## src/rtl/conv_pkg.sv

```systemverilog
// Shared widths and defaults for the conv core accumulate stage, plus a constant-foldable clog2.
package conv_pkg;

    localparam int PROD_WIDTH     = 22;
    localparam int KERNEL_LEN_DEF = 9;
    localparam int OUT_WIDTH_DEF  = 24;

    function automatic int clog2(input int n);
        int r;
        r = 0;
        for (int i = 0; i < 32; i++) begin
            if ((64'd1 << r) < 64'(n)) begin
                r = r + 1;
            end
        end
        return r;
    endfunction

endpackage

```

## src/rtl/conv_sat_unsigned.sv

```systemverilog
// Unsigned clip of an IN_WIDTH value to OUT_WIDTH with a clipped flag.
// Purely combinational, zero latency, no flow control.
module conv_sat_unsigned #(
    parameter int IN_WIDTH  = 26,
    parameter int OUT_WIDTH = 24
) (
    input  logic [IN_WIDTH-1:0]  i_val,
    output logic [OUT_WIDTH-1:0] o_val,
    output logic                 o_sat
);

    generate
        if (IN_WIDTH > OUT_WIDTH) begin : g_clip
            logic w_over;
            assign w_over = |i_val[IN_WIDTH-1:OUT_WIDTH];
            assign o_sat  = w_over;
            assign o_val  = w_over ? {OUT_WIDTH{1'b1}} : i_val[OUT_WIDTH-1:0];
        end else begin : g_pass
            // Output is at least as wide as the input, so nothing can clip.
            assign o_sat = 1'b0;
            assign o_val = OUT_WIDTH'(i_val);
        end
    endgenerate

endmodule

```

## src/rtl/conv_mac_accum.sv

```systemverilog
// Sums KERNEL_LEN-product windows into a saturated result held in a one-entry output register.
// Result valid one cycle after the closing beat; only the closing beat stalls on a full output.
module conv_mac_accum
    import conv_pkg::*;
#(
    parameter int KERNEL_LEN = KERNEL_LEN_DEF,
    parameter int OUT_WIDTH  = OUT_WIDTH_DEF
) (
    input  logic                  ap_clk,
    input  logic                  ap_rst,
    input  logic [PROD_WIDTH-1:0] in_prod,
    input  logic                  in_valid,
    output logic                  in_ready,
    input  logic                  in_last,
    output logic [OUT_WIDTH-1:0]  out_data,
    output logic                  out_sat,
    output logic                  out_valid,
    input  logic                  out_ready,
    output logic                  err_framing,
    input  logic                  err_clr,
    output logic [15:0]           group_cnt
);

    localparam int ACC_WIDTH = PROD_WIDTH + clog2(KERNEL_LEN);
    localparam int CNT_WIDTH = (clog2(KERNEL_LEN) > 0) ? clog2(KERNEL_LEN) : 1;
    localparam logic [CNT_WIDTH-1:0] LAST_CNT = CNT_WIDTH'(KERNEL_LEN - 1);

    logic [CNT_WIDTH-1:0] r_cnt;
    logic [ACC_WIDTH-1:0] r_acc;
    logic [OUT_WIDTH-1:0] r_out_data;
    logic                 r_out_sat;
    logic                 r_out_valid;
    logic                 r_err;
    logic [15:0]          r_grp;

    logic                 w_last_beat;
    logic                 w_accept;
    logic [ACC_WIDTH-1:0] w_sum;
    logic [OUT_WIDTH-1:0] w_sat_data;
    logic                 w_sat_flag;

    assign w_last_beat = (r_cnt == LAST_CNT);
    assign in_ready    = !w_last_beat || !r_out_valid || out_ready;
    assign w_accept    = in_valid && in_ready;
    // First beat of a window restarts the sum instead of adding to stale acc.
    assign w_sum       = (r_cnt == '0) ? ACC_WIDTH'(in_prod)
                                       : r_acc + ACC_WIDTH'(in_prod);

    conv_sat_unsigned #(
        .IN_WIDTH  (ACC_WIDTH),
        .OUT_WIDTH (OUT_WIDTH)
    ) u_sat (
        .i_val (w_sum),
        .o_val (w_sat_data),
        .o_sat (w_sat_flag)
    );

    always_ff @(posedge ap_clk or posedge ap_rst) begin
        if (ap_rst) begin
            r_cnt       <= '0;
            r_acc       <= '0;
            r_out_data  <= '0;
            r_out_sat   <= 1'b0;
            r_out_valid <= 1'b0;
            r_err       <= 1'b0;
            r_grp       <= '0;
        end else begin
            if (w_accept) begin
                r_acc <= w_sum;
                if (w_last_beat) begin
                    r_cnt      <= '0;
                    r_out_data <= w_sat_data;
                    r_out_sat  <= w_sat_flag;
                    r_grp      <= r_grp + 16'd1;
                end else begin
                    r_cnt <= r_cnt + CNT_WIDTH'(1);
                end
            end

            // A new load takes priority over the consumer draining the register.
            if (w_accept && w_last_beat) begin
                r_out_valid <= 1'b1;
            end else if (out_ready) begin
                r_out_valid <= 1'b0;
            end

            if (w_accept && (in_last != w_last_beat)) begin
                r_err <= 1'b1;
            end else if (err_clr) begin
                r_err <= 1'b0;
            end
        end
    end

    assign out_data    = r_out_data;
    assign out_sat     = r_out_sat;
    assign out_valid   = r_out_valid;
    assign err_framing = r_err;
    assign group_cnt   = r_grp;

endmodule

```

## config.mk

```make
export PLATFORM = sky130hd
export DESIGN_NAME = conv_mac_accum
export DESIGN_NICKNAME = d
export VERILOG_FILES = /design/src/rtl/conv_pkg.sv /design/src/rtl/conv_sat_unsigned.sv /design/src/rtl/conv_mac_accum.sv
export SDC_FILE = /design/constraint.sdc
export NUM_CORES = 1
export LEC_CHECK = 0
export ABC_CLOCK_PERIOD_IN_PS = 2860
export BUFFER_PORTS_ARGS = -buffer_cell sky130_fd_sc_hd__buf_2
export CAP_MARGIN = 10
export CELL_PAD_IN_SITES_DETAIL_PLACEMENT = 1
export CELL_PAD_IN_SITES_GLOBAL_PLACEMENT = 1
export CORE_UTILIZATION = 44
export CTS_CLUSTER_DIAMETER = 60
export DETAILED_ROUTE_END_ITERATION = 12
export PLACE_DENSITY = 0.82
export SETUP_SLACK_MARGIN = 0.02
export SYNTH_ARGS = -nofsm -noshare
export SYNTH_HDL_FRONTEND = slang
export SYNTH_SLANG_ARGS = --single-unit
```

## constraint.sdc

```tcl
create_clock -name ap_clk -period 2.86 [get_ports ap_clk]
set_input_delay 0.572 -clock ap_clk [delete_from_list [all_inputs] [get_ports ap_clk]]
set_output_delay 0.572 -clock ap_clk [all_outputs]
set_load 0.02 [all_outputs]
```

==> key figures, run 1 <==
Synthesis
  • Sequential share of the synthesized area: about 40%
  • Synth Area in Simple Gates: roughly 18%
  • Largest family of logic cells by synthesized area: compound AO/OA/AOI/OAI gates
  • Async SR Flop Fraction: 100.0%
  • Net Count, Synth: 538
  • Synth warn: 0
  • Cell count after synthesis: between 400 and 500
  • Adder-cell share of the synthesized area: ~7.4%
  • Compound-cell area share of the yosys netlist: about 22%
  • Ys flop type: dfrtp_1
  • Xor and xnor area share after synthesis: 5.670%
  • Post-synth EDFFs: 0
  • Distinct cells, synth: 60
  • Top cell type by total area after synthesis: dfrtp_1
  • Mapped Area: ~4500 sq um
  • Top cells by area, synth: dfrtp_1 (41%), ha_1 (7.0%), nand2_1 (5.4%), o21ai_0 (5.1%), xnor2_1 (4.3%)
  • Flops & latches, synth: 73
  • Top cell type's share of synthesized area: 40.78%
  • Mux cell area share after synthesis: between 2 and 3%
  • Avg Inst Size Synth: 9.255 sq um

Routing
  • Drt pass-1 iters: 4
  • Routed len/inst: between 15 and 20 microns
  • Vias: approximately 4000
  • Antenna-violating nets left: 0
  • DRC viols: 0
  • Drt via density: ~5.5
  • Initial drt markers: around 120
  • Final wirelength: around 12000 microns

Setup path
  • Critical-path cell list: ha_1, inv_1, fa_2, inv_1, a21o_1, a211oi_2, a311oi_2, buf_4, o211ai_1, mux2i_1, or2_4, a21oi_2
  • Slowest Stage Delay on Critical Path: approximately 0.40 ns
  • R2r setup slk: between 0.1 and 0.15 ns
  • CP delay by family, top: compound AO/OA/AOI/OAI gates
  • Crit. path cell count: 12
  • Crit Path Class: reg2reg
  • FF-to-FF End: out_data[18]$_DFFE_PP0P_
  • CP Capture Type: register
  • Buf+Inv Stages, Crit Path: 3
  • CP max FO: 3
  • Most frequent CP cell: inv_1
  • Critical Path AT: ~3.1 ns
  • R2R depth: 12
  • Crit path to: out_data[18]$_DFFE_PP0P_
  • Reg2reg start: r_acc[0]$_DFFE_PP0P_
  • Slowest-stage cell, CP: dfrtp_1
  • Worst Path Required: 3.16 ns
  • Critical path origin: r_acc[0]$_DFFE_PP0P_
  • CP Launch Type: register

Global route
  • Initial antenna violation count: 0
  • GRT overflow: 0
  • Vias in the first global route: between 4000 and 5000
  • Largest net degree at the start of global routing: 40
  • First-pass GRT wire length: around 20000 microns
  • Gr usage total: 24.89%

Clock network
  • Clock sinks: 73
  • Root Buffer: clkbuf_8
  • Clk buf depth: 2
  • Worst skew pair latency: 0.38 ns
  • # H-tree levels: 3
  • Post-CTS Hold Fix Bufs: 0
  • Cts bufs inserted: 9
  • TritonCTS clock tree: done
  • Clock transition at path regs: around 0.10 ns

Cells and area
  • Most frequent cells in the layout: dfrtp_1 (73), buf_2 (71), nand2_1 (64)
  • Reg area: between 1500 and 2000 sq um
  • Final nets: between 600 and 700
  • Ant. Diodes: 0
  • Multi-input logic area: ~2600 sq um
  • Fillers: 1192
  • Final Cell Area: 5489 sq um
  • P&R area growth vs syn: 22.54%
  • Share of cells above drive strength 1: about 30%
  • Most common cell after layout, fill and taps aside: dfrtp_1

Power
  • Total power: between 6 and 7 mW
  • Pwr Density: 1131 nW/um^2
  • Sequential Power Share: between 20% and 30%
  • Sw power: between 2 and 3 mW
  • Clock network power share: 14.3%
  • Worst vdd rail ir drop: around 0.52 mV
  • Static Leak: approximately 2.5 nW
  • Pint: around 3.4 mW
  • Switching part of the total: approximately 46%
  • Comb power frac: 58.5%

Status
  • Outcome: finished clean

Timing
  • Minimum clock period: approximately 2.8 ns
  • RSZ-0062 raised after global routing: yes
  • Final Hold Viols: 0
  • Clk_skew: ~0.015 ns
  • FMAX: 363.6 MHz
  • Slew headroom: about two fifths
  • Max Transition Viols Final: 0
  • Least-Margin Pin Slew: between 0.8 and 0.9 ns
  • Ratio of final minimum period to clock period: between 90 and 100%
  • Endpoints failing setup: 0
  • Hold Slack: around 0.38 ns

Flow run
  • Max Cap Viol: 0

Floorplanning
  • # rows: 36
  • Ports: just over 70
  • Core region area: a little under 10000 sq um
  • Die width: just over 100 microns
  • Initial Util: 45.62%
  • DIE HEIGHT: around 100 microns
  • Die ar.: between 10000 and 15000 sq um

Min path
  • Hold WC Path Type: in2async

Placed design
  • DP Area: ~5200 sq um
  • Gpl congestion: approximately 0.85
  • PortBufs: 71
  • Post-DP HPWL: slightly above 9000 microns
[power groups by stage]
stage	clock network, mW	logic (mW)	registers [mW]
global route	0.950	4.00	1.74
finish	0.889	3.63	1.69
floorplan	0	2.23	1.83
detailed placement	0	3.52	1.70
global placement	0	3.34	1.67
CTS	0.903	3.56	1.69
[stage by stage]
step | cells | setup slack [ns] | setup TNS [ns] | utilization (%)
2_1_floorplan | 484 | 0.02069 | 0 | -
6_report | 726 | 0.1095 | 0 | 55.90
5_1_grt | 726 | -0.007374 | -0.007374 | 55.90
3_5_place_dp | 709 | -0.2844 | -5.666 | 53.17
3_3_place_gp | 709 | -0.1620 | -2.776 | 53.17
4_1_cts | 725 | 0.03859 | 0 | 55.35
[routing by layer]
layer	share of wire (%)	wire length (microns)	global-route usage (%)	up-vias
met5	0	0	0	-
met4	1.2	143	6.392	0
met3	2.8	345	4.271	15
met2	51	6328	44.92	67
met1	45	5511	30.72	2005
li1	-	-	-	1934
[state kept, by name, indices dropped and copies added, names as in the netlist]
register / cells
err_framing: 1
out_sat: 1
out_data: 24
out_valid: 1
group_cnt: 16
r_acc: 26
r_cnt: 4
[logic make-up after synthesis]
kind of cell	count (synthesis)
AND/OR/NAND/NOR	169
AO/OA/AOI/OAI	142
flip-flops	73
buffers and inverters	33
XOR/XNOR	29
adder cells (fa/ha/maj)	26
multiplexers	12
[what timing repair did]
action / CTS / global route
gates resized for setup: 1 / 10
pin swaps: 0 / 4
gates cloned: 0 / 0
setup buffers: 0 / 1
endpoints found under the setup margin: 3 / 28
[Yosys cell counts, types with 10 or more instances]
| library cell | n |
|---|---|
| inv_1 | 15 |
| a21oi_2 | 20 |
| nor2_1 | 43 |
| ha_1 | 25 |
| dfrtp_1 | 73 |
| nand2_1 | 64 |
| o21ai_0 | 46 |
| nand3_1 | 15 |
| xnor2_1 | 22 |
| nand4_1 | 10 |
| clkbuf_1 | 14 |
| mux2i_1 | 10 |
| a21oi_1 | 25 |
[worst min-delay path by stage]
| stage | startpoint | end | slack [ns] | cells past startpoint |
|---|---|---|---|---|
| global placement | group_cnt[15]$_DFFE_PP0P_ | group_cnt[15]$_DFFE_PP0P_ | 0.46 | 1 |
| CTS | err_clr | err_framing$_DFFE_PP0P_ | 0.39 | 2 |
| floorplan | r_acc[0]$_DFFE_PP0P_ | r_acc[0]$_DFFE_PP0P_ | 0.45 | 2 |
| detailed placement | group_cnt[15]$_DFFE_PP0P_ | group_cnt[15]$_DFFE_PP0P_ | 0.46 | 1 |
| global route | err_clr | err_framing$_DFFE_PP0P_ | 0.40 | 2 |
| finish | ap_rst | group_cnt[9]$_DFFE_PP0P_ | 0.38 | 2 |
[final cells by class]
type                    count  share of cell area (%)
multi-input cells         378                   46.52
flip-flops and latches     73                   33.28
repair buffers            111                   12.31
well taps                 133                   3.032
clock buffers              10                   2.507
clock inverters             6                   1.322
inverters                  15                   1.026
Power figures use the tool's default switching activity.
==> run 2: changes to the inputs <==
- CORE_ASPECT_RATIO: not set -> 1.25
==> run 2 against run 1 <==
Compared with the run above: final area increased by 2.3%; setup slack got worse by 0.065 ns; clock-buffer cell count increased by 3; hold slack got worse by 0.036 ns; global-route usage increased by 1.4 points; clock skew decreased by 0.0078 ns.
==> key figures, run 2 (synthesis results as in run 1) <==
Setup path
  • Worst Path Required: 3.07 ns (-0.09 ns)
  • Critical Path AT: 3.03 ns (-0.02 ns)
  • R2R depth: 11 (-1)
  • R2r setup slk: 0.04 ns (-0.06 ns)
  • CP max FO: 14 (+11)
  • CP Launch Type: register
  • Crit Path Class: reg2reg
  • CP Capture Type: register

Timing
  • Least-Margin Pin Slew: 0.8153 ns (-0.05582 ns)
  • FMAX: 355.2 MHz (-2.3%)
  • Final Hold Viols: 0 (unchanged)
  • Final setup TNS: 0 ns (unchanged)
  • Max Transition Viols Final: 0 (unchanged)
  • Ratio of final minimum period to clock period: 98.43% (+2.3 points)
  • Final setup margin: 0.04490 ns (-0.06462 ns)
  • Slew headroom: 45.65% (+3.8 points)
  • Endpoints failing setup: 0 (unchanged)
  • RSZ-0062 raised after global routing: yes
  • Minimum clock period: 2.815 ns (+0.06462 ns)
  • Clk_skew: 0.007286 ns (-0.007776 ns)

Global route
  • GRT overflow: 0 (unchanged)
  • Initial antenna violation count: 0 (unchanged)
  • Vias in the first global route: 4537 (+6.4%)
  • Largest net degree at the start of global routing: 43 (+7.5%)
  • First-pass GRT wire length: 21670 microns (+5.8%)
  • Gr usage total: 26.33% (+1.4 points)

Routing
  • Drt pass-1 iters: 5 (+1)
  • DRC viols: 0 (unchanged)
  • Routed len/inst: 18.31 microns (+7.8%)
  • Initial drt markers: 146 (+24%)
  • Vias: 4161 (+3.5%)
  • Antenna-violating nets left: 0 (unchanged)
  • Drt via density: 5.716 (+3.2%)
  • Final wirelength: 13330 microns (+8.1%)

Power
  • Pwr Density: 1173 nW/um^2 (+3.7%)
  • Pint: 3.669 mW (+9.2%)
  • Sw power: 2.920 mW (+2.5%)
  • Comb power frac: 57.7% (-0.8 points)
  • Clock network power share: 16.4% (+2.1 points)
  • Worst vdd rail ir drop: 0.5037 mV (-3.5%)
  • Switching part of the total: 44.31% (-1.6 points)
  • Static Leak: 2.606 nW (+3.1%)
  • Sequential Power Share: 25.9% (-1.3 points)
  • Total power: 6.589 mW (+6.2%)

Cells and area
  • Most common cell after layout, fill and taps aside: dfrtp_1
  • Number of flip-flops in the largest register: 26 (unchanged)
  • Fin cells: 728 (+0.28%)
  • Largest Register: r_acc
  • Ant. Diodes: 0 (unchanged)
  • P&R area growth vs syn: 25.39%
  • Final nets: 652 (+1.6%)
  • Share of cells above drive strength 1: 31.06% (+1.4 points)
  • Most frequent cells in the layout: dfrtp_1 (73), buf_2 (72), nand2_1 (64)
  • Fin util: 57.55% (+1.7 points)
  • Fillers: 1152 (-3.4%)

Clock network
  • Clk buf depth: 2 (unchanged)
  • Worst skew pair latency: 0.35 ns (-0.03 ns)
  • Clock sinks: 73 (unchanged)
  • # H-tree levels: 3 (unchanged)
  • Clock transition at path regs: 0.06 ns (-0.04 ns)
  • TritonCTS clock tree: done
  • Cts bufs inserted: 9 (unchanged)
  • Root Buffer: clkbuf_16

Floorplanning
  • Die width: 92.25 microns (-10%)
  • # rows: 40 (+11%)
  • Die ar.: 10590 sq um (about the same)
  • Ports: 72 (unchanged)
  • DIE HEIGHT: 114.8 microns (+12%)
  • Initial Util: 45.90% (+0.28 points)
  • Core region area: 9759 sq um (-0.61%)

Placed design
  • Post-DP HPWL: 9440 microns (+3.1%)
  • Placed insts: 709 (unchanged)
  • Gpl congestion: 0.8171 (-4.4%)
  • PortBufs: 71 (unchanged)
  • Setup slack at placement: -0.2658 ns (+0.01860 ns)

Min path
  • Hold WC Path Type: in2async

Status
  • Outcome: finished clean

Flow run
  • Max Cap Viol: 0 (unchanged)
-- run 2: critical path: stages, from the launching register on --
cell	delay, ns
dfrtp_1	0.40
ha_2	0.19
buf_4	0.14
a211oi_2	0.24
nor2_2	0.11
o311ai_4	0.26
nor4b_4	0.34
o31ai_4	0.12
a21o_1	0.20
a211oi_4	0.31
buf_6	0.25
a21oi_1	0.11
-- run 2: layout make-up --
cell class | instances | area [sq um] | share of cell area (%)
tap | 126 | 157.7 | 2.807
clock buffer | 13 | 270.3 | 4.812
inverter | 15 | 56.30 | 1.002
timing repair buffer | 121 | 748.2 | 13.32
sequential | 73 | 1827 | 32.52
multi-input combinational | 378 | 2545 | 45.31
clock inverter | 2 | 12.51 | 0.2228
-- run 2: final timing paths --
| path | start | end |
|---|---|---|
| worst min register to register | group_cnt[15]$_DFFE_PP0P_ | group_cnt[15]$_DFFE_PP0P_ |
| worst min-delay path | ap_rst | r_cnt[3]$_DFFE_PP0P_ |
| worst max-delay path | r_acc[0]$_DFFE_PP0P_ | out_data[20]$_DFFE_PP0P_ |
| min in group ap_clk | err_clr | err_framing$_DFFE_PP0P_ |
| worst max register to register | r_acc[0]$_DFFE_PP0P_ | out_data[20]$_DFFE_PP0P_ |
| max in group asynchronous | ap_rst | out_data[14]$_DFFE_PP0P_ |
-- run 2: what timing repair did --
action,CTS,global route
buffers inserted,0,3
gates resized for setup,1,14
hold buffers,0,0
pin swaps,0,3
cloned,0,1
endpoints found under the setup margin,2,30
-- run 2: metal layers --
metal,vias to the layer above,GRT usage (%),wire [microns]
li1,1948,-,-
met1,2083,28.85,5296
met2,94,48.56,7174
met3,36,4.167,376
met4,0,14.37,480
met5,-,0,0
-- run 2: power by group through the flow --
stage          logic, mW  clock network [mW]  registers (mW)
2_1_floorplan       2.23                   0            1.83
3_3_place_gp        3.43                   0            1.67
3_5_place_dp        3.62                   0            1.71
4_1_cts             3.71                1.10            1.70
5_1_grt             4.16                1.14            1.75
6_report            3.80                1.08            1.71
-- run 2: metrics by stage --
| step | cell area, sq um | hold slack, ns |
|---|---|---|
| detailed placement | 5265 | 0.4668 |
| finish | 5617 | 0.3447 |
| floorplan | 4479 | 0.4538 |
| CTS | 5555 | 0.3743 |
| global route | 5617 | 0.4165 |
| global placement | 5265 | 0.4573 |
==> run 3: changes to the inputs <==
- BUFFER_PORTS_ARGS: -buffer_cell sky130_fd_sc_hd__buf_2 -> not set
- CORE_UTILIZATION: 44 -> 49
- DONT_BUFFER_PORTS: not set -> 1
- PLACE_DENSITY: 0.82 -> 0.81
==> run 3 against run 2 <==
Compared with the run above: the flow now finishes with violations (setup timing); sequential share of layout area up 2.7 points; combinational power fell by 14%; hold slack worse by 0.19 ns; clock skew grew 0.0084 ns; wire length is 6.0% lower; global-route usage rose by 0.24 points; non-clock buffer count down 82; clock-buffer cell count decreased by 2; sequential power is 13% higher; critical path type unchanged; critical endpoint is now out_data[22]$_DFFE_PP0P_.
==> key figures, run 3 (synthesis results as in run 1) <==
Floorplanning
  • Die ar.: 9530 sq um (-10%)
  • Die width: 87.52 microns (-5.1%)
  • # rows: 38 (-5.0%)
  • Core region area: 8796 sq um (-9.9%)
  • DIE HEIGHT: 108.9 microns (-5.1%)
  • Initial Util: 50.92% (+5.0 points)
  • Ports: 72 (unchanged)

Power
  • Static Leak: 2.257 nW (-13%)
  • Pwr Density: 1169 nW/um^2 (-0.39%)
  • Worst vdd rail ir drop: 0.5784 mV (+15%)

Global route
  • Gr usage total: 26.57% (+0.24 points)
  • Initial antenna violation count: 0 (unchanged)
  • Vias in the first global route: 3986 (-12%)
  • Largest net degree at the start of global routing: 55 (+28%)
  • GRT overflow: 0 (unchanged)
  • First-pass GRT wire length: 19350 microns (-11%)

Cells and area
  • Final nets: 570 (-13%)
  • Ant. Diodes: 0 (unchanged)
  • Largest Register: r_acc
  • Fillers: 992 (-14%)
  • Most frequent cells in the layout: dfrtp_1 (73), nand2_1 (64), o21ai_0 (45)
  • Share of cells above drive strength 1: 20.54% (-11 points)
  • Fin cells: 641 (-12%)
  • Number of flip-flops in the largest register: 26 (unchanged)
  • P&R area growth vs syn: 15.75%
  • Most common cell after layout, fill and taps aside: dfrtp_1

Timing
  • Ratio of final minimum period to clock period: 101.3% (+2.8 points)
  • FMAX: 345.3 MHz (-2.8%)
  • Least-Margin Pin Slew: 0.6433 ns (-0.1720 ns)
  • RSZ-0062 raised after global routing: yes
  • Final setup TNS: -0.4290 ns (-0.4290 ns)
  • Endpoints failing setup: 23 (+23)
  • Final Hold Viols: 0 (unchanged)
  • Max Transition Viols Final: 0 (unchanged)
  • Minimum clock period: 2.896 ns (+0.08110 ns)
  • Slew headroom: 56.92% (+11 points)
  • Final setup margin: -0.03620 ns (-0.08110 ns)
  • Clk_skew: 0.01565 ns (+0.008363 ns)

Setup path
  • Slowest-stage cell, CP: dfrtp_1
  • R2R depth: 12 (+1)
  • Crit. path cell count: 12 (+1)
  • CP delay by family, top: compound AO/OA/AOI/OAI gates
  • Most frequent CP cell: buf_6
  • Critical Path AT: 3.15 ns (+0.12 ns)
  • Worst Path Required: 3.11 ns (+0.04 ns)
  • Buf+Inv Stages, Crit Path: 3 (+1)
  • CP max FO: 6 (-8)
  • Crit Path Class: reg2reg
  • Slowest Stage Delay on Critical Path: 0.39 ns (about the same)
  • Critical-path cell list: ha_2, buf_6, a211oi_2, nor2_2, o311ai_4, nor4b_4, o31ai_4, a21o_1, a211oi_4, buf_6, buf_8, a31oi_4
  • CP Capture Type: register
  • CP Launch Type: register

Routing
  • Vias: 3821 (-8.2%)
  • Final wirelength: 12530 microns (-6.0%)
  • DRC viols: 0 (unchanged)
  • Drt via density: 5.961 (+4.3%)
  • Drt pass-1 iters: 4 (-1)
  • Routed len/inst: 19.54 microns (+6.7%)
  • Initial drt markers: 162 (+11%)
  • Antenna-violating nets left: 0 (unchanged)

Clock network
  • # H-tree levels: 3 (unchanged)
  • TritonCTS clock tree: done
  • Cts bufs inserted: 9 (unchanged)
  • Root Buffer: clkbuf_8
  • Clock sinks: 73 (unchanged)
  • Worst skew pair latency: 0.38 ns (+0.03 ns)
  • Clk buf depth: 2 (unchanged)
  • Post-CTS Hold Fix Bufs: 0 (unchanged)
  • Clock transition at path regs: 0.09 ns (+0.03 ns)

Min path
  • Hold WC Path Type: in2async

Status
  • Outcome: finished with violations
  • Failing checks: setup timing

Placed design
  • PortBufs: 0 (-100%)
  • Post-DP HPWL: 8376 microns (-11%)
  • Gpl congestion: 0.8636 (+5.7%)
  • Placed insts: 614 (-13%)

Flow run
  • Max Cap Viol: 0 (unchanged)
run 3: worst paths after layout:
path                                        from                       end  slack [ns]
setup / recovery            r_acc[0]$_DFFE_PP0P_  out_data[22]$_DFFE_PP0P_       -0.04
min in group ap_clk                      err_clr   err_framing$_DFFE_PP0P_        0.31
hold / removal                            ap_rst   out_data[3]$_DFFE_PP0P_        0.15
max in group asynchronous                 ap_rst  out_data[15]$_DFFE_PP0P_        2.02
hold reg to reg            r_acc[15]$_DFFE_PP0P_     r_acc[15]$_DFFE_PP0P_        0.49
setup reg to reg            r_acc[0]$_DFFE_PP0P_  out_data[22]$_DFFE_PP0P_       -0.04
run 3: report_power, final:
group          switching, mW  internal (mW)
Combinational           1.88           1.39
Clock                  0.423          0.433
Sequential             0.530           1.40
Total                   2.83           3.23
run 3: final cells by class:
type | count | area, sq um | area share [%]
Clock buffer | 11 | 141.4 | 2.727
Clock inverter | 5 | 62.56 | 1.207
Inverter | 15 | 56.30 | 1.086
Multi-Input combinational cell | 378 | 2592 | 50.00
Sequential cell | 73 | 1827 | 35.23
Tap cell | 120 | 150.1 | 2.896
Timing Repair Buffer | 39 | 355.3 | 6.853
run 3: metrics by stage:
| stage | util (%) | setup slack, ns | instance area, sq um | power (mW) | hold WS [ns] |
|---|---|---|---|---|---|
| after floorplan | - | 0.02069 | 4479 | 4.060 | 0.4538 |
| after global placement | 54.34 | -0.03489 | 4780 | 4.766 | 0.4658 |
| after detailed placement | 54.34 | -0.1249 | 4780 | 4.924 | 0.4800 |
| after CTS | 56.70 | 0.01067 | 4987 | 5.836 | 0.1532 |
| after global routing | 58.95 | -0.1429 | 5185 | 6.530 | 0.1907 |
| final | 58.95 | -0.03620 | 5185 | 6.059 | 0.1501 |
run 3: repair_timing:
item,4_1_cts,5_1_grt
buffers inserted,0,9
gates resized for setup,1,26
cloned,0,2
pin swaps,0,10
setup endpoints to repair,1,29
run 3: per-layer routing:
layer	GRT usage, %	routed length, microns	up-vias	part of all wire, %
li1	-	-	1784	-
met1	29.41	4913	1925	39
met2	48.44	6766	89	54
met3	6.813	597	23	4.8
met4	9.836	249	0	2.0
met5	0	0	-	0
